==> config.mk <==
export PLATFORM = sky130hd
export DESIGN_NAME = mac_chain_ctrl
export DESIGN_NICKNAME = d
export VERILOG_FILES = /design/src/rtl/mac_chain_ctrl_pkg.sv /design/src/rtl/mac_chain_ctrl_en_skew.sv /design/src/rtl/mac_chain_ctrl.sv
export SDC_FILE = /design/constraint.sdc
export NUM_CORES = 1
export LEC_CHECK = 0
export ABC_AREA = 1
export CAP_MARGIN = 20
export CORE_MARGIN = 5
export CORE_UTILIZATION = 30
export CTS_CLUSTER_DIAMETER = 80
export DETAILED_ROUTE_END_ITERATION = 12
export PLACE_DENSITY = 0.66
export SLEW_MARGIN = 10
export SYNTH_ARGS = -nofsm -noshare
export SYNTH_HDL_FRONTEND = slang
export SYNTH_SLANG_ARGS = --single-unit
==> constraint.sdc <==
create_clock -name clk -period 2.5 [get_ports clk]
set_clock_uncertainty 0.2 [all_clocks]
set_input_delay 0.5 -clock clk [delete_from_list [all_inputs] [get_ports clk]]
set_output_delay 0.5 -clock clk [all_outputs]
set_load 0.01 [all_outputs]
==> src/rtl/mac_chain_ctrl_pkg.sv <==
// Shared types and sizing for the MAC chain controller.
// Used by mac_chain_ctrl and en_skew via import mac_ctrl_pkg::*.
package mac_ctrl_pkg;

    localparam int DEFAULT_N          = 8;
    localparam int DEFAULT_DATA_WIDTH = 8;
    localparam int PERF_CYC_W         = 32;
    localparam int PERF_PASS_W        = 16;

    typedef enum logic [2:0] {
        IDLE      = 3'd0,
        WAIT_DATA = 3'd1,
        CLEAR     = 3'd2,
        FILL      = 3'd3,
        DRAIN     = 3'd4,
        DONE      = 3'd5
    } ctrl_state_t;

endpackage

==> src/rtl/mac_chain_ctrl_en_skew.sv <==
// N-deep enable delay line: en_o[k] is en_i delayed k cycles, mirroring the
// one-cycle en_out hop of each MAC stage. flush_i clears the line synchronously.
module en_skew
    import mac_ctrl_pkg::*;
#(
    parameter int N = DEFAULT_N
) (
    input  logic         clk,
    input  logic         rst_n,
    input  logic         flush_i,
    input  logic         en_i,
    output logic [N-1:0] en_o
);

    logic [N-2:0] line_q;

    assign en_o = {line_q, en_i};

    always_ff @(posedge clk or negedge rst_n) begin
        if (!rst_n) begin
            line_q <= '0;
        end else if (flush_i) begin
            line_q <= '0;
        end else begin
            line_q <= en_o[N-2:0];
        end
    end

endmodule

==> src/rtl/mac_chain_ctrl.sv <==
// Sequencer for an N-stage systolic MAC chain doing one matrix-vector pass.
// Optional perf counters are built only when MAC_CHAIN_CTRL_PERF_EN is defined.
module mac_chain_ctrl
    import mac_ctrl_pkg::*;
#(
    parameter int DATA_WIDTH = DEFAULT_DATA_WIDTH,
    parameter int N          = DEFAULT_N
) (
    input  logic                   clk,
    input  logic                   rst_n,
    input  logic                   start,
    input  logic                   abort,
    input  logic                   fifo_ready,
    output logic                   mac_clr,
    output logic                   mac_en,
    output logic                   b_rd_en,
    output logic [N-1:0]           a_rd_en,
    output logic                   busy,
    output logic                   done,
    output logic [PERF_CYC_W-1:0]  perf_cycles,
    output logic [PERF_PASS_W-1:0] perf_passes
);

    localparam int CW = $clog2(N) + 1;
    localparam logic [CW-1:0] FILL_LAST  = CW'(N - 1);
    localparam logic [CW-1:0] DRAIN_LAST = CW'(N - 2);

    if (N < 2 || N > 64 || DATA_WIDTH < 1) begin : g_bad_cfg
        $error("mac_chain_ctrl: N must be 2..64 and DATA_WIDTH >= 1");
    end

    ctrl_state_t   state_q;
    logic [CW-1:0] cnt_q;
    logic          mac_clr_q;
    logic          mac_en_q;
    logic          b_rd_en_q;
    logic          done_q;
    logic          flush;

    assign busy    = (state_q != IDLE);
    assign flush   = abort && busy;
    assign mac_clr = mac_clr_q;
    assign mac_en  = mac_en_q;
    assign b_rd_en = b_rd_en_q;
    assign done    = done_q;

    // Strobes are pulses: every cycle they default low and only the
    // transition into the state that owns them raises them.
    always_ff @(posedge clk or negedge rst_n) begin
        if (!rst_n) begin
            state_q   <= IDLE;
            cnt_q     <= '0;
            mac_clr_q <= 1'b0;
            mac_en_q  <= 1'b0;
            b_rd_en_q <= 1'b0;
            done_q    <= 1'b0;
        end else begin
            mac_clr_q <= 1'b0;
            mac_en_q  <= 1'b0;
            b_rd_en_q <= 1'b0;
            done_q    <= 1'b0;
            if (flush) begin
                state_q <= IDLE;
                cnt_q   <= '0;
            end else begin
                case (state_q)
                    IDLE: begin
                        if (start && !abort) begin
                            if (fifo_ready) begin
                                state_q   <= CLEAR;
                                mac_clr_q <= 1'b1;
                            end else begin
                                state_q <= WAIT_DATA;
                            end
                        end
                    end
                    WAIT_DATA: begin
                        if (fifo_ready) begin
                            state_q   <= CLEAR;
                            mac_clr_q <= 1'b1;
                        end
                    end
                    CLEAR: begin
                        state_q   <= FILL;
                        cnt_q     <= '0;
                        mac_en_q  <= 1'b1;
                        b_rd_en_q <= 1'b1;
                    end
                    FILL: begin
                        if (cnt_q == FILL_LAST) begin
                            state_q <= DRAIN;
                            cnt_q   <= '0;
                        end else begin
                            cnt_q     <= cnt_q + 1'b1;
                            mac_en_q  <= 1'b1;
                            b_rd_en_q <= 1'b1;
                        end
                    end
                    DRAIN: begin
                        if (cnt_q == DRAIN_LAST) begin
                            state_q <= DONE;
                            cnt_q   <= '0;
                            done_q  <= 1'b1;
                        end else begin
                            cnt_q <= cnt_q + 1'b1;
                        end
                    end
                    DONE: begin
                        state_q <= IDLE;
                    end
                    default: begin
                        state_q <= IDLE;
                        cnt_q   <= '0;
                    end
                endcase
            end
        end
    end

    en_skew #(.N(N)) u_en_skew (
        .clk     (clk),
        .rst_n   (rst_n),
        .flush_i (flush),
        .en_i    (mac_en_q),
        .en_o    (a_rd_en)
    );

`ifdef MAC_CHAIN_CTRL_PERF_EN
    logic                   accept;
    logic [PERF_CYC_W-1:0]  cyc_q;
    logic [PERF_CYC_W-1:0]  cyc_d;
    logic [PERF_CYC_W-1:0]  perf_cycles_q;
    logic [PERF_PASS_W-1:0] perf_passes_q;
    logic [PERF_PASS_W-1:0] perf_passes_d;

    assign accept        = (state_q == IDLE) && start && !abort;
    assign cyc_d         = cyc_q + 1'b1;
    assign perf_passes_d = (&perf_passes_q) ? perf_passes_q : perf_passes_q + 1'b1;
    assign perf_cycles   = perf_cycles_q;
    assign perf_passes   = perf_passes_q;

    // cyc_q holds the cycles already elapsed since acceptance, so the DONE
    // cycle itself is added when the result is latched.
    always_ff @(posedge clk or negedge rst_n) begin
        if (!rst_n) begin
            cyc_q         <= '0;
            perf_cycles_q <= '0;
            perf_passes_q <= '0;
        end else begin
            if (accept) begin
                cyc_q <= PERF_CYC_W'(1);
            end else if (busy) begin
                cyc_q <= cyc_d;
            end
            if (state_q == DONE && !abort) begin
                perf_cycles_q <= cyc_d;
                perf_passes_q <= perf_passes_d;
            end
        end
    end
`else
    assign perf_cycles = '0;
    assign perf_passes = '0;
`endif

endmodule

* Word level (Yosys, flattened, before mapping)
Index checks and enable logic that the tools add are counted.
Cells by class: $add $sub $neg 1, equal/unequal tests 12, multiplexer cells 22, reduce and logical (&&, ||, !) cells 7
Operators by type and width (count):
- 3-bit 2-to-1 mux | 5
- 3-bit case mux with 5 select lines | 1
- 4-bit 2-to-1 mux | 3
- 3-bit != test (second input constant) | 4
- 4-bit case mux with 3 select lines | 1
- 4-bit by 3-bit equality test with 1-bit output (second input constant) | 2
- 1-bit 2-to-1 mux | 8
- 7-bit 2-to-1 mux | 1
- 3-bit by 2-bit equality test with 1-bit output (second input constant) | 2
- 3-bit equality test (second input constant) | 2
- 4-bit by 1-bit adder with 4-bit output (second input constant) | 1
- 1-bit case mux with 2 select lines | 2
- 4-bit AND reduction | 1
- 3-bit by 1-bit equality test with 1-bit output (second input constant) | 1
- 3-bit zero test | 1
- 3-bit nonzero test | 1
- 3-bit OR reduction | 1
- 1-bit logical AND | 2
- 2-bit 2-to-1 mux | 1
- 2-bit by 1-bit != test with 1-bit output (second input constant) | 1
- 1-bit zero test | 1
Word-level totals: flip-flop bits (word level) 17, bits of input ports 5, output and inout port bits 61, word-level logic and storage cells 48

* Longest topological paths before layout
Gate-level depths: netlist of the first run.
depth after elaboration 5, depth in mapped cells 8, gate-level depth less buffers 8

* Cells and area by module
Synthesis of the first run repeated with hierarchy kept, for this count alone.
Unflattened totals: cells, all modules 160, area, all modules 1261.2 um2
By module, submodules not included:
- mac_chain_ctrl | times used 1, cells each 138, area an instance 1026.0 um2, sequential area each 250.2 um2
- en_skew | times used 1, cells each 22, area an instance 235.2 um2, sequential area each 175.2 um2

* Least setup slack after synthesis of the first run
OpenSTA, ideal clock, no wires.
kind reg-to-output, start register state_q[1], end output port busy, arrival 0.786 ns, required time 1.800 ns, slack 1.014 ns, stages on the path, launching flop included 3, path buffers 0, cells stage by stage dfrtp_1 nor2_4 nand2_1
On the way: cells in the longest elaborated chain, start to end 1
RTL lines:
- from (decl) | RTL line mac_chain_ctrl.sv:32 | ctrl_state_t state_q;
- from (signal assigned) | RTL line mac_chain_ctrl.sv:51 | state_q <= IDLE;
- from (signal assigned) | RTL line mac_chain_ctrl.sv:63 | state_q <= IDLE;
- from (signal assigned) | RTL line mac_chain_ctrl.sv:70 | state_q <= CLEAR;
- 3-bit nonzero test | RTL line mac_chain_ctrl.sv:40 | assign busy = (state_q != IDLE);
- to (decl) | RTL line mac_chain_ctrl.sv:18 | output logic busy,
Every way passes these cells.

* Worst setup path in the final report of the first run
Ends and elaborated chain as after synthesis.

==> flow_metrics.env, run 1 <==
export IMPL_grt_pass1_wl_um=3330
export IMPL_vias=857
export IMPL_timing_final_crit_share=0.919
export IMPL_syn_area_um2=1270
export IMPL_synthTopCellsByArea="dfrtp_1 (34%), buf_4 (30%), nand3_1 (5.9%)"
export IMPL_clk_latency_ns=0.26
export IMPL_grt_max_degree=18
export IMPL_antenna_found_initial=0
export IMPL_start_util=0.312
export IMPL_drive_gt1_frac=0.129
export IMPL_detail_route_iter0_violations=24
export IMPL_design_portCount=66
export IMPL_synth_top_area_share=0.336
export IMPL_ys_warn_count=0
export IMPL_grt_pass1_vias=702
export IMPL_avgSynthCellArea_um2=8.28
export IMPL_total_leakage_power_nw=0.709
export IMPL_cts_max_level=1
export IMPL_synthFlopType="dfrtp_1"
export IMPL_grt_usage=0.0816
export IMPL_cts_hold_buf=0
export IMPL_async_reset_ff_frac=1.00
export IMPL_max_freq_mhz=435
export IMPL_placementRows=23
export IMPL_wl_um=2170
export IMPL_period_needed_ns=2.30
export IMPL_port_buffers=17
export IMPL_n_fill_cell=431
export IMPL_ys_types=24
export IMPL_area_growth_pct=6.02
export IMPL_synth_edf_count=0
export IMPL_finalHoldViolations=0
export IMPL_post_synth_top_count_cell="buf_4"
export IMPL_critPathKind="reg2out"
export IMPL_tns_ns=0
export IMPL_nets=179
export IMPL_critPathMaxFanout=7
export IMPL_dr_pass1_iters=4
export IMPL_synth_cells=153
export IMPL_ys_seq_area_frac=0.336
export IMPL_cts_max_path_buffers=2
export IMPL_die_x_um=75
export IMPL_synth_largest_area_cell="dfrtp_1"
export IMPL_post_cts_setup_buffers=0
export IMPL_clk_pin_slew_ns=0.07
export IMPL_hold_class="reg2reg"
export IMPL_ant_nets=0
export IMPL_peakVddDrop_uv=225
export IMPL_crit_required_ns=1.80
export IMPL_end_kind="output port"
export IMPL_hpwlAfterDp_um=1740
export IMPL_drc=0
export IMPL_setup_viol=0
export IMPL_avgRoutedWirePerCell_um=9.81
export IMPL_cts_made_buffers=3
export IMPL_synthTopCellsByCount="buf_4 (50), nand2_1 (19), dfrtp_1 (17)"
export IMPL_coreArea_um2=4060
export IMPL_p_per_area_nw_per_um2=790
export IMPL_post_cts_resized=0
export IMPL_drv_cap=0
export IMPL_drv_slew=0
export IMPL_die_h_um=75
export IMPL_crit_path_start_kind="flip-flop"
export IMPL_die_area_um2=5630
export IMPL_diodes=0
export IMPL_cts_tree="built"
export IMPL_overflow=0
export IMPL_status="complete, no violations"
export IMPL_clock_sinks=17
export IMPL_yosys_register_bits=17
export IMPL_finalWeightedCongestion=0.908
export IMPL_arrival_ns=1.60
export IMPL_root_buffer="clkbuf_8"
export IMPL_rsz0062_at_grt="no"
export IMPL_utilization=0.331
export IMPL_avgViaCountPerCell=3.88
[per-stage QoR]
step                      hold slack, ns  area (µm²)  power (W)  setup slack, ns  instances
after CTS                          0.297        1340    0.00108            0.185        221
after detailed placement           0.285        1300   0.000859            0.406        217
final                              0.295        1340    0.00106            0.201        221
after global routing               0.327        1340    0.00115            0.106        221
after floorplan                  0.00441        1440   0.000773             1.01        200
after global placement             0.283        1300   0.000853            0.441        217
[flip-flops by register name (all words and copies together), names as in the netlist]
register and flops:
done 1, state_q 3, u_en_skew.line_q 7, b_rd_en 1, mac_clr 1, cnt_q 4
[layer usage]
| metal | GRT usage | wire, µm |
|---|---|---|
| met5 | 0 | 0 |
| met2 | 0.112 | 949 |
| met4 | 0.0711 | 57 |
| met3 | 0.0187 | 273 |
| met1 | 0.106 | 886 |
[kinds of logic after synthesis]
kind of cell	after synthesis	share of synthesized area
buffers and inverters	68	0.355
AOI/OAI and AO/OA	9	0.0642
adders and majority gates	2	0.0197
and+or+nand+nor	54	0.208
DFF	17	0.336
xor gates and xnor gates	2	0.0138
other	1	0.00296
[cell usage in the layout (no fill, tap or decap), types with 2 or more instances in the layout]
cell,n
conb_1,48
nor2_2,2
nor2_4,2
o21ai_2,3
clkdlybuf4s50_1,17
xor2_1,2
inv_1,14
nand2_1,19
nand3_1,15
nand2_2,4
dfrtp_1,17
clkbuf_8,3
nor2_1,9
inv_2,3
ha_1,2
[final timing paths]
kind | from | end | slack [ns] | cells after the start
max | state_q[1] | busy | 0.20 | 3
min in group asynchronous | rst_n | b_rd_en | 0.37 | 2
max in group asynchronous | rst_n | u_en_skew.line_q[6] | 1.54 | 2
min reg2reg | u_en_skew.line_q[3] | u_en_skew.line_q[4] | 0.30 | 2
min | u_en_skew.line_q[3] | u_en_skew.line_q[4] | 0.30 | 2
max reg2reg | state_q[0] | state_q[0] | 0.89 | 5
[where the power goes]
part           total (W)  switching [W]  internal, W
clock           0.000209      0.0000987     0.000111
sequential      0.000386      0.0000634     0.000323
combinational   0.000466       0.000282     0.000184
total            0.00106       0.000444     0.000617
[critical path: stages (launching register included)]
cell             delay, ns
dfrtp_1               0.49
nor2_4                0.24
nand2_1               0.11
clkdlybuf4s50_1       0.50
[area by class of cell]
cell class	count	area [µm²]	area share
clock buffer	3	41.3	0.0307
clock inverter	1	5.00	0.00372
multi-input combinational	115	568	0.423
tap	50	62.6	0.0466
timing repair buffer	18	178	0.132
inverter	17	63.8	0.0475
sequential	17	425	0.317
Note: power is estimated with default switching activity, not from simulation.
==> run 2, diff against run 1 <==
CORE_ASPECT_RATIO = 1.75   (was default)
CTS_CLUSTER_SIZE = 10   (was default)
==> run 2 against run 1 <==
Compared with the run above: flip-flop and latch count unchanged; largest cell class unchanged; maximum frequency is 0.16% higher; largest power group unchanged; critical path depth unchanged; combinational power decreased by 2%; via count shrank 1.2%.
==> flow_metrics.env, run 2 (synthesized netlist as in run 1, its figures left out) <==
export IMPL_status="complete, no violations"
export IMPL_clock_sinks=17
export IMPL_timing_final_crit_share=0.918
export IMPL_grt_pass1_wl_um=3300
export IMPL_r2r_cells=5
export IMPL_rsz0062_at_grt="no"
export IMPL_die_area_um2=5680
export IMPL_dr_pass1_iters=4
export IMPL_total_leakage_power_nw=0.706
export IMPL_worstSetupStartpoint="state_q[1]"
export IMPL_p_per_area_nw_per_um2=778
export IMPL_ant_nets=0
export IMPL_grt_max_degree=18
export IMPL_die_h_um=96.0
export IMPL_post_cts_setup_buffers=0
export IMPL_critPathKind="reg2out"
export IMPL_coreArea_um2=4110
export IMPL_critPathMaxStageDelay_ns=0.50
export IMPL_drv_slew=0
export IMPL_fin_cells=220
export IMPL_cts_max_level=1
export IMPL_clk_latency_ns=0.25
export IMPL_nets=179
export IMPL_tns_ns=0
export IMPL_cts_tree="built"
export IMPL_avgRoutedWirePerCell_um=9.20
export IMPL_utilization=0.326
export IMPL_cts_made_buffers=3
export IMPL_design_portCount=66
export IMPL_port_buffers=17
export IMPL_crit_path_start_kind="flip-flop"
export IMPL_ff2ff_setup_slack_ns=0.90
export IMPL_dp_cells=216
export IMPL_crit_chain="nor2_4 -> nand2_1 -> clkdlybuf4s50_1"
export IMPL_hpwlAfterDp_um=1730
export IMPL_overflow=0
export IMPL_avgViaCountPerCell=3.85
export IMPL_wl_um=2030
export IMPL_cp_endpoint="busy"
export IMPL_reg_top3="u_en_skew.line_q: 7 flops, cnt_q: 4 flops, state_q: 3 flops"
export IMPL_cpMaxStageDelayCell="clkdlybuf4s50_1"
export IMPL_cts_hold_buf=0
export IMPL_finalHoldViolations=0
export IMPL_vias=847
export IMPL_diodes=0
export IMPL_multi_input_area_um2=568
export IMPL_drive_gt1_frac=0.123
export IMPL_place_area_um2=1300
export IMPL_detail_route_iter0_violations=14
export IMPL_critPathMaxFanout=7
export IMPL_area_growth_pct=5.82
export IMPL_arrival_ns=1.59
export IMPL_antenna_found_initial=0
export IMPL_grt_pass1_vias=821
export IMPL_peakVddDrop_uv=350
export IMPL_grt_usage=0.0742
export IMPL_drv_cap=0
export IMPL_n_fill_cell=451
export IMPL_post_cts_resized=0
export IMPL_top_register="u_en_skew.line_q"
export IMPL_finalWeightedCongestion=0.823
export IMPL_die_x_um=59.1
export IMPL_root_buffer="clkbuf_8"
export IMPL_placementRows=31
export IMPL_largest_register_ffs=7
export IMPL_setup_viol=0
export IMPL_final_area_um2=1340
export IMPL_cts_max_path_buffers=2
export IMPL_end_kind="output port"
export IMPL_drc=0
export IMPL_layout_commonest_cell="conb_1"
export IMPL_regArea_um2=425
export IMPL_crit_required_ns=1.80
export IMPL_max_freq_mhz=436
export IMPL_period_needed_ns=2.29
export IMPL_rr_startpoint="state_q[0]"
export IMPL_start_util=0.308
export IMPL_hold_class="reg2reg"
export IMPL_clk_pin_slew_ns=0.06
export IMPL_final_cell_mix="conb_1 (48), nand2_1 (19), dfrtp_1 (17), clkdlybuf4s50_1 (17), nand3_1 (15)"
export IMPL_power_total_w=0.00104
export IMPL_r2r_end="state_q[0]"
run 2: changes by cell type in the layout (fill, tap and decap cells not counted), sizes merged:
cell and delta:
clkinv -1, clkbuf +1
run 2: cell type report:
cell class	instances	share of cell area
multi-input combinational	115	0.424
sequential	17	0.317
timing repair buffer	18	0.132
inverter	17	0.0476
tap	49	0.0457
clock buffer	4	0.0336
run 2: how the worst min path moves through the flow:
stage | start | cells past startpoint | endpoint | slack (ns)
2_1_floorplan | rst_n | 0 | b_rd_en | 0.004
3_3_place_gp | u_en_skew.line_q[0] | 2 | u_en_skew.line_q[1] | 0.28
3_5_place_dp | u_en_skew.line_q[0] | 2 | u_en_skew.line_q[1] | 0.29
4_1_cts | u_en_skew.line_q[0] | 2 | u_en_skew.line_q[1] | 0.30
5_1_grt | u_en_skew.line_q[4] | 2 | u_en_skew.line_q[5] | 0.33
6_report | u_en_skew.line_q[0] | 2 | u_en_skew.line_q[1] | 0.29
run 2: critical path: cells and delay by family, from the launching register on:
family        cells  cell delay (ns)
buf+inv           1             0.50
flops             1             0.49
simple gates      2             0.35
run 2: power breakdown:
group | total [W] | internal [W] | switching, W
Clock | 0.000199 | 0.000113 | 0.0000864
Combinational | 0.000458 | 0.000184 | 0.000274
Sequential | 0.000387 | 0.000323 | 0.0000641
Total | 0.00104 | 0.000620 | 0.000424
run 2: per-layer routing:
metal | global-route usage | vias to the layer above | part of all wire
li1 | - | 414 | -
met1 | 0.0769 | 377 | 0.34
met2 | 0.138 | 49 | 0.50
met3 | 0.0148 | 7 | 0.13
met4 | 0.0340 | 0 | 0.024
met5 | 0 | - | 0
run 2: metrics by stage:
step,setup WS [ns],hold slack [ns]
after global routing,0.143,0.333
after floorplan,1.01,0.00441
after detailed placement,0.410,0.288
final,0.205,0.293
after global placement,0.429,0.283
after CTS,0.184,0.298
